===== src/rtl/uart_rx_deframer.sv =====
// uart_rx_deframer
// Recovers 8-bit UART frames (start, 8 data LSB first, parity, stop) from an
// asynchronous line and hands each good byte to the consumer over a
// Receive/Received request-acknowledge handshake. A byte with bad parity is
// still delivered, flagged by parityErr; a frame with a bad stop bit is
// dropped and the line must return high before the next start is hunted.
module uart_rx_deframer #(
  parameter int CLK_FREQ   = 32'd100_000_000,
  parameter int BAUD       = 32'd19_200,
  parameter bit PARITY_ODD = 1'b1
) (
  input  logic       clk,
  input  logic       Reset,
  input  logic       Sin,
  output logic       Receive,
  input  logic       Received,
  output logic [7:0] Dout,
  output logic       parityErr
);

  localparam int BIT_CNT  = CLK_FREQ / BAUD;
  localparam int HALF_CNT = BIT_CNT / 32'sd2;
  localparam int TMR_W    = $clog2(BIT_CNT);

  localparam logic [TMR_W-1:0] BIT_LAST  = TMR_W'(BIT_CNT - 32'sd1);
  localparam logic [TMR_W-1:0] HALF_LAST = TMR_W'(HALF_CNT - 32'sd1);
  localparam logic [TMR_W-1:0] TMR_ONE   = TMR_W'(32'sd1);
  localparam logic [TMR_W-1:0] TMR_ZERO  = {TMR_W{1'b0}};

  // The mid-bit sampling scheme needs at least a few clocks per bit.
  if (BIT_CNT < 32'sd4) begin : g_bit_cnt_check
    $error("uart_rx_deframer: CLK_FREQ/BAUD must be at least 4");
  end

  typedef enum logic [2:0] {
    ST_IDLE   = 3'd0,
    ST_START  = 3'd1,
    ST_DATA   = 3'd2,
    ST_PARITY = 3'd3,
    ST_STOP   = 3'd4,
    ST_BREAK  = 3'd5,
    ST_ACK    = 3'd6,
    ST_ACKLOW = 3'd7
  } state_t;

  // Parity error for a received byte plus its parity bit.
  function automatic logic parity_err_f(input logic [7:0] data, input logic pbit);
    logic p;
    p = ^{data, pbit};
    return PARITY_ODD ? ~p : p;
  endfunction

  logic [1:0]       sync_r;
  logic             sin_s;
  state_t           state_r;
  state_t           state_nxt_s;
  logic [TMR_W-1:0] tmr_r;
  logic [2:0]       idx_r;
  logic [7:0]       shreg_r;
  logic             pbit_r;
  logic             bit_done_s;
  logic             half_done_s;
  logic             tmr_run_s;
  logic             shift_en_s;
  logic             pbit_en_s;
  logic             load_en_s;
  logic             ack_clr_s;

  assign sin_s       = sync_r[1];
  assign bit_done_s  = (tmr_r == BIT_LAST);
  assign half_done_s = (tmr_r == HALF_LAST);

  // Two-flop synchroniser for the asynchronous line, preset to the idle level.
  always_ff @(posedge clk) begin
    if (Reset) begin
      sync_r <= 2'b11;
    end else begin
      sync_r <= {sync_r[0], Sin};
    end
  end

  // FSM state register.
  always_ff @(posedge clk) begin
    if (Reset) begin
      state_r <= ST_IDLE;
    end else begin
      state_r <= state_nxt_s;
    end
  end

  // Next-state decode and per-cycle datapath strobes.
  always_comb begin
    state_nxt_s = state_r;
    tmr_run_s   = 1'b0;
    shift_en_s  = 1'b0;
    pbit_en_s   = 1'b0;
    load_en_s   = 1'b0;
    ack_clr_s   = 1'b0;
    case (state_r)
      ST_IDLE: begin
        if (!sin_s) begin
          state_nxt_s = ST_START;
        end else begin
          state_nxt_s = ST_IDLE;
        end
      end
      ST_START: begin
        tmr_run_s = 1'b1;
        if (half_done_s) begin
          // A line already back high at mid-start is treated as a glitch.
          state_nxt_s = sin_s ? ST_IDLE : ST_DATA;
        end else begin
          state_nxt_s = ST_START;
        end
      end
      ST_DATA: begin
        tmr_run_s = 1'b1;
        if (bit_done_s) begin
          shift_en_s  = 1'b1;
          state_nxt_s = (idx_r == 3'd7) ? ST_PARITY : ST_DATA;
        end else begin
          state_nxt_s = ST_DATA;
        end
      end
      ST_PARITY: begin
        tmr_run_s = 1'b1;
        if (bit_done_s) begin
          pbit_en_s   = 1'b1;
          state_nxt_s = ST_STOP;
        end else begin
          state_nxt_s = ST_PARITY;
        end
      end
      ST_STOP: begin
        tmr_run_s = 1'b1;
        if (bit_done_s) begin
          load_en_s   = sin_s;
          state_nxt_s = sin_s ? ST_ACK : ST_BREAK;
        end else begin
          state_nxt_s = ST_STOP;
        end
      end
      ST_BREAK: begin
        if (sin_s) begin
          state_nxt_s = ST_IDLE;
        end else begin
          state_nxt_s = ST_BREAK;
        end
      end
      ST_ACK: begin
        if (Received) begin
          ack_clr_s   = 1'b1;
          state_nxt_s = ST_ACKLOW;
        end else begin
          state_nxt_s = ST_ACK;
        end
      end
      ST_ACKLOW: begin
        if (!Received) begin
          state_nxt_s = ST_IDLE;
        end else begin
          state_nxt_s = ST_ACKLOW;
        end
      end
      default: begin
        state_nxt_s = ST_IDLE;
      end
    endcase
  end

  // Bit timer restarts on every state change and after each data bit; the
  // bit index is held at zero outside DATA so every frame starts at bit 0.
  always_ff @(posedge clk) begin
    if (Reset) begin
      tmr_r <= TMR_ZERO;
      idx_r <= 3'd0;
    end else begin
      if ((state_nxt_s != state_r) || shift_en_s) begin
        tmr_r <= TMR_ZERO;
      end else if (tmr_run_s) begin
        tmr_r <= tmr_r + TMR_ONE;
      end else begin
        tmr_r <= tmr_r;
      end
      if (state_r != ST_DATA) begin
        idx_r <= 3'd0;
      end else if (shift_en_s) begin
        idx_r <= idx_r + 3'd1;
      end else begin
        idx_r <= idx_r;
      end
    end
  end

  // Data shift register and captured parity bit.
  always_ff @(posedge clk) begin
    if (Reset) begin
      shreg_r <= 8'h00;
      pbit_r  <= 1'b0;
    end else begin
      if (shift_en_s) begin
        shreg_r[idx_r] <= sin_s;
      end else begin
        shreg_r <= shreg_r;
      end
      if (pbit_en_s) begin
        pbit_r <= sin_s;
      end else begin
        pbit_r <= pbit_r;
      end
    end
  end

  // Registered handshake and byte outputs; byte and flag hold until the next good frame.
  always_ff @(posedge clk) begin
    if (Reset) begin
      Receive   <= 1'b0;
      Dout      <= 8'h00;
      parityErr <= 1'b0;
    end else if (load_en_s) begin
      Receive   <= 1'b1;
      Dout      <= shreg_r;
      parityErr <= parity_err_f(shreg_r, pbit_r);
    end else if (ack_clr_s) begin
      Receive   <= 1'b0;
    end else begin
      Receive   <= Receive;
    end
  end

endmodule

===== config.mk =====
export PLATFORM = sky130hd
export DESIGN_NAME = uart_rx_deframer
export DESIGN_NICKNAME = d
export VERILOG_FILES = /design/src/rtl/uart_rx_deframer.sv
export SDC_FILE = /design/constraint.sdc
export NUM_CORES = 1
export LEC_CHECK = 0
export CAP_MARGIN = 0
export CORE_MARGIN = 8
export CORE_UTILIZATION = 40
export DETAILED_ROUTE_END_ITERATION = 12
export PLACE_DENSITY = 0.65
export SLEW_MARGIN = 40
export SYNTH_ARGS = -nofsm -noshare
export SYNTH_HDL_FRONTEND = slang
export SYNTH_SLANG_ARGS = --single-unit

===== constraint.sdc =====
create_clock -name clk -period 3.1 [get_ports clk]
set_input_delay 0.31 -clock clk [delete_from_list [all_inputs] [get_ports clk]]
set_output_delay 0.31 -clock clk [all_outputs]
set_load 0.02 [all_outputs]

==> summary.md <==
| Metric | Value |
|---|---|
| Status | `completed` |
| Slew Limit Headroom | `0.641` |
| Grt ovf | `0` |
| Seq/Total Area, Yosys | `0.387` |
| Dpl hpwl | `3.00 mm` |
| Endpoint class of the critical path | `flip-flop` |
| Final TNS setup | `0 ns` |
| Maximum VDD drop | `about 0.28 mV` |
| Largest net degree at the start of global routing | `28` |
| Slew Limit Fails | `0` |
| DR vias | `roughly 1,700` |
| RePlAce Congestion | `about 0.85` |
| Ant. Diodes | `0` |
| Yosys top cell area share | `0.387` |
| Post-synth ARST share | `0` |
| Pwr dens | `~420 nW/um^2` |
| Sw frac | `0.213` |
| Core area | `between 5000 and 6000 sq um` |
| P_sw | `about 0.21 mW` |
| # setup viols final | `0` |
| Final Cycle Share | `0.865` |
| Hold violation count in the final report | `0` |
| Die Wd | `about 88 microns` |
| Ports | `14` |
| Vias in the first global route | `~1,600` |
| Detailed Routing Iterations Pass 1 | `4` |
| CTS resizes | `0` |
| Worst path cell trace | `ha_1, or3b_4, or4_1, mux2_2, o311ai_4, nor4b_1` |
| CTS tree | `yes` |
| Seq pwr share | `0.517` |
| Synth area leaders | `dfxtp_1 (39%), xnor2_1 (8.5%), mux2i_1 (5.8%)` |
| Logic pwr share | `0.032` |
| # Post-CTS Setup Buffers | `0` |
| Unique masters post-synth | `45` |
| WP data required | `about 3.3 ns` |
| RSZ-0062 raised after global routing | `no` |
| Critical R2R Launch | `tmr_r[1]` |
| Min Tclk post-route | `between 2 and 3 ns` |
| WL final | `4.43 mm` |
| DP Cell Count | `311` |
| Clock transition at path regs | `roughly 0.08 ns` |
| Hold_buf cts | `0` |
| Cell internal pwr | `between 0.7 and 0.8 mW` |
| Layout Area Growth over Synthesis | `14.8%` |
| Worst Hold Class | `reg -> reg` |
| CTS root buffer | `clkbuf_8` |
| First-pass GRT wire length | `7.68 mm` |
| Hold WS | `between 0.4 and 0.5 ns` |
| Non-filler instance count after layout | `319` |
| Post-DR vias/cell | `between 5 and 6` |
| CP max stage delay | `slightly above 0.6 ns` |
| Setup crit start kind | `flip-flop` |
| Avg Cell Area, Syn | `8.62 sq um` |
| Fmax | `373 MHz` |
| Least-Margin Pin Slew | `0.538 ns` |
| Yosys reg bits | `40` |
| Max cap viols | `0` |
| Initial core utilization | `0.410` |
| Die ar. | `~7700 sq um` |
| Drc violations | `0` |
| FF-to-FF setup slack | `roughly 0.42 ns` |
| H-tree depth | `2` |
| Post-synth EDFFs | `0` |
| Die Y-Extent | `a little under 90 microns` |
| CTS Buf Count | `5` |
| Share of cells above drive strength 1 | `0.0843` |
| Clock skew | `between 0.01 and 0.015 ns` |
| Top FF cell, synth | `dfxtp_1` |
| Worst skew pair latency | `about 0.30 ns` |
| Total number of yosys warnings | `0` |
| Clock network power share | `0.450` |
| Final core utilization | `0.471` |
| Final net count | `255` |
| Area leader, netlist | `dfxtp_1` |
| Crit-path slowest cell | `or4_1` |
| Routed len/inst | `approximately 14 microns` |
| Final antenna-violating net count | `0` |
| Syn Inst Count | `240` |
| Crit. Startpoint | `tmr_r[1]` |
| Initial antenna violation count | `0` |
| Critical path peak fanout | `11` |
| IO Port Bufs | `13` |
| Syn Std Cell Area | `roughly 2100 sq um` |
| Pleak | `approximately 0.83 nW` |
| Clock buffer depth | `2` |
| Clk sink count | `40` |
| Drt initial violations | `72` |
| Total GRT Usage | `0.125` |
| Crit path arrival time | `around 2.8 ns` |
| Site Rows | `26` |
| Post-synth net total | `247` |
| Crit path kind | `reg -> reg` |
| Hold Path Origin | `sync_r[0]` |
cells in the final DEF, fill, tap and decap left out, drive strengths merged, types with 2 or more instances in the layout:
cell type,n
clkbuf,6
nor4b,8
a21oi,13
nand4,5
nand3,14
nand2b,3
or3,2
nor3,15
or3b,3
clkdlybuf4s50,13
mux2i,12
ha,3
nand4b,3
xor2,2
o31ai,2
or2,2
nor2,20
o21ai,3
inv,6
nor2b,2
xnor2,20
buf,4
nand2,24
nor4,4
and3,2
dfxtp,40
flip-flops by register name, indices dropped and copies added (netlist names):
signal	flops
tmr_r	13
Dout	8
shreg_r	8
idx_r	3
state_r	3
sync_r	2
Receive	1
parityErr	1
pbit_r	1
per-stage QoR:
step | area [sq um] | total power, mW | setup slack [ns]
after floorplan | 2070 | 0.555 | 0.731
after global placement | 2250 | 0.565 | 0.478
after detailed placement | 2250 | 0.566 | 0.427
after CTS | 2370 | 1.02 | 0.410
after global routing | 2370 | 1.05 | 0.306
final | 2370 | 1.01 | 0.418
power groups by stage:
stage          registers, mW  clock network (mW)  logic, mW
4_1_cts                0.521               0.465     0.0322
6_report               0.521               0.454     0.0324
5_1_grt                0.522               0.488     0.0357
3_5_place_dp           0.533                   0     0.0321
2_1_floorplan          0.530                   0     0.0255
3_3_place_gp           0.533                   0     0.0321
final timing paths:
| kind | cells past startpoint | endpoint |
|---|---|---|
| setup / recovery | 6 | tmr_r[1] |
| hold / removal | 1 | sync_r[1] |
| setup reg to reg | 6 | tmr_r[1] |
| hold reg to reg | 1 | sync_r[1] |
logic make-up after synthesis:
family	count (synthesis)	share of synthesized area
compound gates	29	0.0980
mux	13	0.0635
xor+xnor	22	0.0932
fa+ha+maj	3	0.0182
simple gates	111	0.295
buf+inv	22	0.0448
flops	40	0.387
cell usage after synthesis (2+ instances only):
library cell  number
o21ai_0            3
mux2i_1           12
or3_1              2
nor4b_1            8
and3_1             2
dfxtp_1           40
inv_1              6
nor2_1            20
ha_1               3
nand3_1           14
xnor2_1           20
buf_2              2
nand4_1            5
nand4b_1           3
nand2b_1           3
a21oi_1           13
or2_2              2
xor2_1             2
nand2_1           24
o31ai_1            2
nor3_1            15
nor2b_1            2
nor4_1             3
clkbuf_1          13
layout make-up:
type                            instances  area (sq um)
Clock inverter                          2          38.8
Fill cell                             491          2670
Tap cell                               70          87.6
Inverter                                6          22.5
Clock buffer                            6          82.6
Multi-Input combinational cell        178          1180
Sequential cell                        40           801
Timing Repair Buffer                   17           160
routing by layer:
layer / part of all wire / global-route usage / vias to the layer above / wire length, microns
met2: 0.46 / 0.202 / 14 / 2050
met4: 0.013 / 0.0578 / 0 / 58
met5: 0 / 0 / - / 0
met3: 0.024 / 0.0319 / 6 / 106
li1: - / - / 861 / -
met1: 0.50 / 0.150 / 804 / 2220
worst max-delay path: cells and delay by family (launching register included):
family / cells / cell delay [ns]
AND/OR/NAND/NOR: 3 / 1.16
multiplexers: 1 / 0.34
AO/OA/AOI/OAI: 1 / 0.47
adder cells (fa/ha/maj): 1 / 0.20
flip-flops: 1 / 0.37
(Power assumes the default switching activity.)
